File: config.mk
export PLATFORM = sky130hd
export DESIGN_NAME = prog_loader
export DESIGN_NICKNAME = d
export VERILOG_FILES = /design/src/rtl/prog_loader_pkg.sv /design/src/rtl/prog_loader_sync.sv /design/src/rtl/prog_loader.sv
export SDC_FILE = /design/constraint.sdc
export NUM_CORES = 1
export LEC_CHECK = 0
export CORE_ASPECT_RATIO = 0.75
export CORE_UTILIZATION = 35
export CTS_BUF_LIST = sky130_fd_sc_hd__clkbuf_2 sky130_fd_sc_hd__clkbuf_4 sky130_fd_sc_hd__clkbuf_8
export DETAILED_ROUTE_END_ITERATION = 8
export RECOVER_POWER = 25
export SKIP_LAST_GASP = 1
export SLEW_MARGIN = 20
export SYNTH_ARGS = -nofsm -noshare
export SYNTH_HDL_FRONTEND = slang
export SYNTH_SLANG_ARGS = --single-unit
File: constraint.sdc
create_clock -name clk -period 3.2 [get_ports clk]
set_input_delay 0.48 -clock clk [delete_from_list [all_inputs] [get_ports clk]]
set_output_delay 0.48 -clock clk [all_outputs]
set_load 0.005 [all_outputs]
File: src/rtl/prog_loader_pkg.sv
// prog_loader_pkg: shared types for the program loader.
//   state_t  - loader FSM states
//   ERR_*    - err_code encodings reported to the host side
package prog_loader_pkg;

  typedef enum logic [2:0] {
    IDLE  = 3'd0,
    LEN   = 3'd1,
    DATA  = 3'd2,
    CSUM  = 3'd3,
    DONE  = 3'd4,
    ERROR = 3'd5
  } state_t;

  localparam logic [1:0] ERR_NONE    = 2'b00;
  localparam logic [1:0] ERR_LEN     = 2'b01;
  localparam logic [1:0] ERR_CSUM    = 2'b10;
  localparam logic [1:0] ERR_TIMEOUT = 2'b11;

endpackage

File: src/rtl/prog_loader_sync.sv
// sync_edge: N-stage synchroniser for an asynchronous level, with
// registered single-cycle rise/fall pulses derived from the synced level.
// Ports:
//   clk, rst_n - clock, async active-low reset (clears the chain)
//   din        - asynchronous input level
//   level      - synchronised level (last chain stage)
//   rise, fall - one-cycle pulses, one cycle after the synced level changes
module sync_edge #(
  parameter int unsigned STAGES = 2
) (
  input  logic clk,
  input  logic rst_n,
  input  logic din,
  output logic level,
  output logic rise,
  output logic fall
);

  logic [STAGES-1:0] chain;
  logic              prev;

  // Synchroniser chain plus edge-detect register
  always_ff @(posedge clk or negedge rst_n) begin
    if (!rst_n) begin
      chain <= '0;
      prev  <= 1'b0;
      rise  <= 1'b0;
      fall  <= 1'b0;
    end else begin
      chain <= {chain[STAGES-2:0], din};
      prev  <= chain[STAGES-1];
      rise  <= chain[STAGES-1] & ~prev;
      fall  <= ~chain[STAGES-1] & prev;
    end
  end

  assign level = chain[STAGES-1];

endmodule

File: src/rtl/prog_loader.sv
// prog_loader: receives a framed program image (length, data, checksum)
// from a host over a byte-wide 4-phase strobe/ack handshake and writes it
// into the core's unified memory, holding the core in reset until a valid
// image has landed.
// Ports:
//   clk, rst_n          - clock, async active-low reset
//   load_req            - async host level, rising edge starts a load
//   host_stb, host_data - async 4-phase strobe and its data byte
//   host_ack            - handshake acknowledge
//   mem_we/addr/wdata   - one-cycle write port into core memory
//   cpu_hold            - keeps the core in reset while 1
//   load_done, load_err - load outcome flags
//   err_code            - 00 none, 01 length, 10 checksum, 11 timeout/abort
module prog_loader
  import prog_loader_pkg::*;
#(
  parameter int unsigned ADDR_W      = 5,
  parameter int unsigned SYNC_STAGES = 2,
  parameter int unsigned TIMEOUT     = 1023
) (
  input  logic              clk,
  input  logic              rst_n,
  input  logic              load_req,
  input  logic              host_stb,
  input  logic [7:0]        host_data,
  output logic              host_ack,
  output logic              mem_we,
  output logic [ADDR_W-1:0] mem_addr,
  output logic [7:0]        mem_wdata,
  output logic              cpu_hold,
  output logic              load_done,
  output logic              load_err,
  output logic [1:0]        err_code
);

  localparam int unsigned DEPTH = 1 << ADDR_W;
  localparam int unsigned LEN_W = ADDR_W + 1;
  localparam int unsigned TMR_W = $clog2(TIMEOUT + 1);

  logic stb_rise, stb_fall, unused_stb_lvl;
  logic req_rise, req_lvl, unused_req_fall;

  sync_edge #(.STAGES(SYNC_STAGES)) u_stb_sync (
    .clk   (clk),
    .rst_n (rst_n),
    .din   (host_stb),
    .level (unused_stb_lvl),
    .rise  (stb_rise),
    .fall  (stb_fall)
  );

  sync_edge #(.STAGES(SYNC_STAGES)) u_req_sync (
    .clk   (clk),
    .rst_n (rst_n),
    .din   (load_req),
    .level (req_lvl),
    .rise  (req_rise),
    .fall  (unused_req_fall)
  );

  state_t             state_q, state_d;
  logic [LEN_W-1:0]   len_q, len_d;
  logic [LEN_W-1:0]   cnt_q, cnt_d;
  logic [7:0]         sum_q, sum_d;
  logic [TMR_W-1:0]   timer_q, timer_d;
  logic               ack_d, we_d, hold_d, done_d, lerr_d;
  logic [ADDR_W-1:0]  addr_d;
  logic [7:0]         wdata_d;
  logic [1:0]         code_d;

  logic               accept;
  logic [8:0]         len_ext;
  logic               len_ok;
  logic [7:0]         sum_next;
  logic [LEN_W-1:0]   cnt_next;

  // A strobe rise while ack is still high is outside the protocol: drop it
  assign accept   = stb_rise & ~host_ack;
  assign len_ext  = {1'b0, host_data};
  assign len_ok   = (len_ext != 9'd0) && (len_ext <= 9'(DEPTH));
  assign sum_next = sum_q + host_data;
  assign cnt_next = cnt_q + LEN_W'(1);

  // Next-state and next-output logic
  always_comb begin
    state_d = state_q;
    len_d   = len_q;
    cnt_d   = cnt_q;
    sum_d   = sum_q;
    timer_d = timer_q;
    ack_d   = host_ack;
    we_d    = 1'b0;
    addr_d  = mem_addr;
    wdata_d = mem_wdata;
    hold_d  = cpu_hold;
    done_d  = load_done;
    lerr_d  = load_err;
    code_d  = err_code;

    // Ack release follows the strobe in every state so the host never stalls
    if (stb_fall) ack_d = 1'b0;

    unique case (state_q)
      IDLE, DONE, ERROR: begin
        if (req_rise) begin
          state_d = LEN;
          done_d  = 1'b0;
          lerr_d  = 1'b0;
          code_d  = ERR_NONE;
          hold_d  = 1'b1;
          cnt_d   = '0;
          sum_d   = '0;
          timer_d = '0;
        end
      end

      LEN, DATA, CSUM: begin
        // Abort outranks a byte arriving in the same cycle
        if (!req_lvl) begin
          state_d = ERROR;
          lerr_d  = 1'b1;
          hold_d  = 1'b1;
          code_d  = ERR_TIMEOUT;
        end else if (accept) begin
          ack_d   = 1'b1;
          timer_d = '0;
          if (state_q == LEN) begin
            if (len_ok) begin
              len_d   = LEN_W'(host_data);
              sum_d   = '0;
              cnt_d   = '0;
              state_d = DATA;
            end else begin
              state_d = ERROR;
              lerr_d  = 1'b1;
              hold_d  = 1'b1;
              code_d  = ERR_LEN;
            end
          end else if (state_q == DATA) begin
            we_d    = 1'b1;
            addr_d  = cnt_q[ADDR_W-1:0];
            wdata_d = host_data;
            sum_d   = sum_next;
            cnt_d   = cnt_next;
            if (cnt_next == len_q) state_d = CSUM;
          end else begin
            if (sum_next == 8'd0) begin
              state_d = DONE;
              done_d  = 1'b1;
              hold_d  = 1'b0;
            end else begin
              state_d = ERROR;
              lerr_d  = 1'b1;
              hold_d  = 1'b1;
              code_d  = ERR_CSUM;
            end
          end
        end else if (timer_q == TMR_W'(TIMEOUT - 1)) begin
          state_d = ERROR;
          lerr_d  = 1'b1;
          hold_d  = 1'b1;
          code_d  = ERR_TIMEOUT;
        end else begin
          timer_d = timer_q + TMR_W'(1);
        end
      end

      default: state_d = IDLE;
    endcase
  end

  // State and output registers
  always_ff @(posedge clk or negedge rst_n) begin
    if (!rst_n) begin
      state_q   <= IDLE;
      len_q     <= '0;
      cnt_q     <= '0;
      sum_q     <= '0;
      timer_q   <= '0;
      host_ack  <= 1'b0;
      mem_we    <= 1'b0;
      mem_addr  <= '0;
      mem_wdata <= '0;
      cpu_hold  <= 1'b1;
      load_done <= 1'b0;
      load_err  <= 1'b0;
      err_code  <= ERR_NONE;
    end else begin
      state_q   <= state_d;
      len_q     <= len_d;
      cnt_q     <= cnt_d;
      sum_q     <= sum_d;
      timer_q   <= timer_d;
      host_ack  <= ack_d;
      mem_we    <= we_d;
      mem_addr  <= addr_d;
      mem_wdata <= wdata_d;
      cpu_hold  <= hold_d;
      load_done <= done_d;
      load_err  <= lerr_d;
      err_code  <= code_d;
    end
  end

endmodule
==> flow_metrics.py, run 1 <==
metrics = {
    "status": {
        "outcome": "complete, but fails checks",
        "violations": "DRC, capacitance limit, slew limit",
    },
    "floorplan": {
        "dieHeight_um": 84.4,
        "core_area_um2": 8640,
        "start_util_pct": 36.7,
        "std_cell_rows": 29,
        "die_w_um": 112,
        "io_pins": 32,
        "dieArea_um2": 9450,
    },
    "cts": {
        "cts_tree": "done",
        "cts_root_buffer": "clkbuf_8",
        "clock_latency_ns": 0.34,
        "h-tree-depth": 3,
        "cts_resized": 0,
        "cts_hold_buf": 0,
        "clk_path_buf_depth": 2,
        "cts_setup_buffers": 0,
        "numCtsBuffers": 9,
        "clk_pin_slew_ns": 0.07,
        "cts_sinks": 62,
    },
    "power_and_ir_drop": {
        "seqPwrFrac_pct": 36.5,
        "ir_drop_uv": 292,
        "internal-power_mw": 1.99,
        "leakagePower_nw": 1.77,
        "p_switching_uw": 933,
        "powerDensity_nw_per_um2": 748,
        "p_sw_share_pct": 31.9,
        "comb_power_share_pct": 31.7,
        "clkPwrFrac_pct": 31.8,
        "fin_total_pwr_mw": 2.92,
    },
    "setup_path": {
        "end_kind": "flop",
        "critical_path_required_ns": 3.42,
        "arrival_ns": 3.04,
        "critical_path_class": "primary input to flop",
        "path_max_fanout": 4,
        "start_kind": "primary input",
        "r2r-start": "sum_q[2]",
        "r2r_cells": 7,
        "worstSetupStartpoint": "host_data[0]",
    },
    "route": {
        "drc": 1,
        "wirelength_um": 7150,
        "drt_pass1_iterations": 6,
        "wl_per_cell_um": 14.7,
        "via_count": 2483,
        "viasPerCell": 5.10,
        "antenna_left": 0,
        "drt_iter0_drc": 161,
    },
    "final_layout": {
        "n_fill_cell": 806,
        "area_growth_pct": 23.2,
        "final_core_util_pct": 45.3,
        "layout-drive-gt1-share_pct": 12.7,
        "finalNetCount": 397,
        "antennaDiodeCount": 0,
    },
    "logic_synthesis": {
        "ys_types": 56,
        "syn_avg_cell_area_um2": 9.52,
        "synth_edf_count": 0,
        "ys_async_sr_fraction_pct": 100,
        "syn_nets": 356,
        "yosysWarnings": 0,
        "synth_top_area_share_pct": 48.1,
        "synth_area_um2": 3170,
        "synth_top_flop_cell": "dfrtp_1",
        "synthCells": 333,
        "synth_area_leaders": "dfrtp_1 48%, nand2_1 6.9%, o21ai_0 5.0%",
        "ys_ff_latch": 62,
        "ys_seq_area_share_pct": 49.0,
        "synth_top_cell_by_area": "dfrtp_1",
    },
    "worst_hold_path": {
        "hold_depth": 0,
        "min_path_type": "flop to flop",
        "holdCritStartpoint": "u_stb_sync.chain[0]",
    },
    "timing": {
        "slew_violations": 47,
        "finalSetupTns_ns": 0,
        "finClkSkew_ns": 0.0114,
        "relSlewSlack_pct": -70.3,
        "rsz0062_at_grt": "false",
        "hold_viol": 0,
        "setup_violations": 0,
        "period_share_pct": 88.2,
        "fmax_ghz": 0.354,
        "worst_slew_pin_slew_ns": 2.55,
        "hold_ws_ns": 0.351,
        "fin_ws_ns": 0.378,
        "period_needed_ns": 2.82,
    },
    "grt": {
        "antenna_found_initial": 0,
        "grt_max_degree": 47,
        "gr-total-overflow": 0,
        "grt_pass1_wl_um": 11700,
        "first_global_vias": 2265,
        "grtUsageTotal_pct": 16.2,
    },
    "placed_design": {
        "io_buffers": 31,
        "dp_hpwl_um": 4900,
        "post-place-ws_ns": 0.0121,
        "gp_congestion": 0.814,
    },
    "job": {
        "cap_violations": 1,
    },
}
per-layer routing:
layer / GRT usage (%) / routed length, um / vias to the layer above
li1: - / - / 1255
met1: 25.3 / 3990 / 1169
met2: 20.6 / 2780 / 53
met3: 4.33 / 282 / 6
met4: 6.14 / 95 / 0
met5: 0 / 0 / -
worst paths after layout:
path                                            end  slack, ns
worst min register to register  u_stb_sync.chain[1]       0.35
worst min-delay path            u_stb_sync.chain[1]       0.35
max in group asynchronous                 load_done       0.82
worst max register to register          err_code[1]       0.73
worst max-delay path                    err_code[1]       0.38
min in group asynchronous                    mem_we       0.93
state kept, by name, indices dropped and copies added (netlist names), 2 cells and up:
signal / cells
mem_addr: 5
state_q: 3
cnt_q: 6
err_code: 2
mem_wdata: 8
len_q: 6
u_stb_sync.chain: 2
sum_q: 8
u_req_sync.chain: 2
timer_q: 10
final cells by class:
| class | count | area [um2] | share of cell area (%) |
|---|---|---|---|
| inverter | 11 | 41.3 | 1.06 |
| tap | 108 | 135 | 3.46 |
| timing repair buffer | 43 | 394 | 10.1 |
| clock buffer | 9 | 124 | 3.17 |
| clock inverter | 7 | 145 | 3.71 |
| multi-input combinational | 247 | 1520 | 38.8 |
| sequential | 62 | 1550 | 39.7 |
metrics by stage:
step,cells,area (um2)
3_3_place_gp,471,3640
3_5_place_dp,471,3640
4_1_cts,487,3910
5_1_grt,487,3910
2_1_floorplan,333,3170
6_report,487,3910
Yosys cell counts (5+ instances only):
master and n:
a21oi_1 14, and3_1 5, clkbuf_1 8, dfrtp_1 61, ha_1 10, inv_1 10, mux2_2 6, nand2_1 58
nand3_1 9, nor2_1 22, nor2b_1 9, nor3_1 5, o21ai_0 32, xnor2_1 9, xor2_1 6
layout by cell type (no fill, tap or decap), types with 6 or more instances in the layout:
cell type,Yosys,routed
clkdlybuf4s50_1,0,29
nand2_1,58,58
xnor2_1,9,9
a21oi_1,14,14
mux2_2,6,6
o21ai_0,32,32
dfrtp_1,61,61
nor2_1,22,22
clkbuf_8,0,9
xor2_1,6,6
ha_1,10,10
nor2b_1,9,9
inv_1,10,10
buf_4,0,12
nand3_1,9,9
power by group through the flow:
stage	registers, mW	clock network, mW	logic [mW]
floorplan	1.02	0	0.619
global placement	1.08	0	0.913
detailed placement	1.08	0	0.919
CTS	1.07	0.954	0.927
global route	1.09	0.993	1.04
finish	1.07	0.930	0.925
critical path, stage by stage:
cell and delay (ns):
clkdlybuf4s50_1 0.47, or4_1 0.58, or3_1 0.34, and4_4 0.19, nor4_4 0.29, mux2_4 0.32
or3b_1 0.36
cells by family (layout without fill, tap and decap cells):
family                   Yosys count  count (layout)  share of synthesized area, %
adder cells (fa/ha/maj)           11              11                          4.58
AO/OA/AOI/OAI                     79              79                          15.6
buffers and inverters             24              70                          3.23
multiplexers                       7               7                          2.60
AND/OR/NAND/NOR                  135             135                          20.9
XOR/XNOR                          15              15                          4.14
flip-flops                        62              62                          49.0
Power figures use the tool's default switching activity.
==> run 2: changes to the inputs <==
Settings changed: CTS_BUF_LIST sky130_fd_sc_hd__clkbuf_2 sky130_fd_sc_hd__clkbuf_4 sky130_fd_sc_hd__clkbuf_8 to sky130_fd_sc_hd__clkbuf_4 sky130_fd_sc_hd__clkbuf_8 sky130_fd_sc_hd__clkbuf_16, SLEW_MARGIN 20 to default.
==> flow_metrics.py, run 2 (synthesis results as in run 1) <==
metrics = {
    "route": {
        "viasPerCell": 5.24,
        "wirelength_um": 7400,
        "via_count": 2552,
        "drc": 1,
        "drt_pass1_iterations": 6,
        "wl_per_cell_um": 15.2,
        "antenna_left": 0,
        "drt_iter0_drc": 158,
    },
    "timing": {
        "hold_viol": 0,
        "fmax_ghz": 0.351,
        "finClkSkew_ns": 0.00639,
        "finalSetupTns_ns": 0,
        "worst_slew_pin_slew_ns": 2.56,
        "rsz0062_at_grt": "false",
        "relSlewSlack_pct": -70.4,
        "period_needed_ns": 2.85,
        "setup_violations": 0,
        "slew_violations": 47,
        "period_share_pct": 89.0,
    },
    "status": {
        "outcome": "complete, but fails checks",
        "violations": "DRC, capacitance limit, slew limit",
    },
    "setup_path": {
        "critPathMaxStageDelay_ns": 0.59,
        "r2r-end": "err_code[1]",
        "crit_slowest_cell": "or4_1",
        "crit_chain": "clkdlybuf4s50_1 -> or4_1 -> or3_1 -> and4_4 -> nor4_4 -> mux2_4 -> or3b_1",
        "arrival_ns": 3.05,
        "critical_path_required_ns": 3.41,
        "end_kind": "flop",
        "r2r-start": "sum_q[2]",
        "rrSetupSlack_ns": 0.70,
        "path_max_fanout": 4,
        "critical_path_class": "primary input to flop",
        "start_kind": "primary input",
        "r2r_cells": 7,
    },
    "grt": {
        "gr-total-overflow": 0,
        "grt_max_degree": 47,
        "grtUsageTotal_pct": 16.8,
        "first_global_vias": 2318,
        "antenna_found_initial": 0,
        "grt_pass1_wl_um": 12100,
    },
    "final_layout": {
        "final_cell_count_no_fill": 487,
        "layout_common_cells": "61 x dfrtp_1, 58 x nand2_1, 32 x o21ai_0, 28 x clkdlybuf4s50_1, 22 x nor2_1",
        "layout-drive-gt1-share_pct": 12.4,
        "layout_commonest_cell": "dfrtp_1",
        "top_register": "timer_q",
        "antennaDiodeCount": 0,
        "area_growth_pct": 26.3,
        "finalNetCount": 397,
        "largest_register_ff_count": 10,
        "top_regs": "timer_q: 10 flops, mem_wdata: 8 flops, sum_q: 8 flops",
    },
    "cts": {
        "cts_hold_buf": 0,
        "clk_path_buf_depth": 2,
        "clock_latency_ns": 0.33,
        "numCtsBuffers": 9,
        "cts_sinks": 62,
        "cts_root_buffer": "clkbuf_16",
        "cts_resized": 0,
        "clk_pin_slew_ns": 0.05,
        "cts_tree": "done",
        "cts_setup_buffers": 0,
        "h-tree-depth": 3,
    },
    "power_and_ir_drop": {
        "clkPwrFrac_pct": 37.7,
        "powerDensity_nw_per_um2": 802,
        "seqPwrFrac_pct": 33.3,
        "leakagePower_nw": 1.81,
        "internal-power_mw": 2.24,
        "comb_power_share_pct": 29.0,
        "p_sw_share_pct": 30.4,
        "fin_total_pwr_mw": 3.21,
        "p_switching_uw": 976,
        "ir_drop_uv": 311,
    },
    "placed_design": {
        "dp_cells": 471,
        "gp_congestion": 0.814,
        "io_buffers": 31,
        "dp_hpwl_um": 4900,
    },
    "floorplan": {
        "std_cell_rows": 29,
        "dieHeight_um": 84.4,
        "start_util_pct": 36.7,
        "die_w_um": 112,
        "core_area_um2": 8640,
        "io_pins": 32,
        "dieArea_um2": 9450,
    },
    "worst_hold_path": {
        "whs_endpoint": "u_stb_sync.chain[1]",
        "holdCritStartpoint": "u_stb_sync.chain[0]",
        "min_path_type": "flop to flop",
        "hold_depth": 0,
    },
    "job": {
        "cap_violations": 1,
    },
}
## run 2: cell types whose count changed in the layout (fill, tap and decap cells not counted)
cell	before	now
dlygate4sd3_1	1	2
clkdlybuf4s50_1	29	28
clkbuf_16	0	9
buf_4	12	11
clkbuf_1	1	2
clkbuf_8	9	0
## run 2: power groups by stage
stage | sequential, mW | clock, mW | combinational (mW)
floorplan | 1.02 | 0 | 0.619
global placement | 1.08 | 0 | 0.913
detailed placement | 1.08 | 0 | 0.919
CTS | 1.07 | 1.23 | 0.934
global route | 1.09 | 1.27 | 1.04
finish | 1.07 | 1.21 | 0.931
## run 2: how the worst max path moves through the flow
stage / startpoint / end / cells after the start
6_report: host_data[0] / err_code[1] / 7
5_1_grt: host_data[0] / state_q[0] / 10
4_1_cts: host_data[0] / err_code[1] / 7
3_5_place_dp: host_data[0] / err_code[1] / 7
3_3_place_gp: host_data[0] / err_code[1] / 7
2_1_floorplan: host_data[0] / err_code[1] / 7
## run 2: worst max-delay path, delay by kind of cell
kind          cells  cell delay (ns)
simple gates      5             1.78
buf+inv           1             0.47
mux               1             0.32
## run 2: area by class of cell
type / count / area (um2)
well taps: 108 / 135
clock buffers: 9 / 225
repair buffers: 43 / 390
flip-flops and latches: 62 / 1550
fillers: 785 / 4630
inverters: 11 / 41.3
clock inverters: 7 / 145
multi-input cells: 247 / 1520
## run 2: routing by layer
metal,share of wire (%),global-route usage [%],vias to the layer above,wire length [um]
met5,0,0,-,0
met4,1.2,6.88,0,89
met3,4.1,4.12,8,306
met2,41,22.0,59,3040
met1,54,25.8,1235,3960
li1,-,-,1250,-
## run 2: through the flow
step	area [um2]	hold WS [ns]	setup WS [ns]	utilization, %
2_1_floorplan	3170	0.184	0.377	-
3_3_place_gp	3640	0.332	0.0734	42.2
3_5_place_dp	3640	0.339	0.0121	42.2
4_1_cts	4010	0.351	0.349	46.5
5_1_grt	4010	0.353	0.163	46.4
6_report	4010	0.347	0.351	46.4
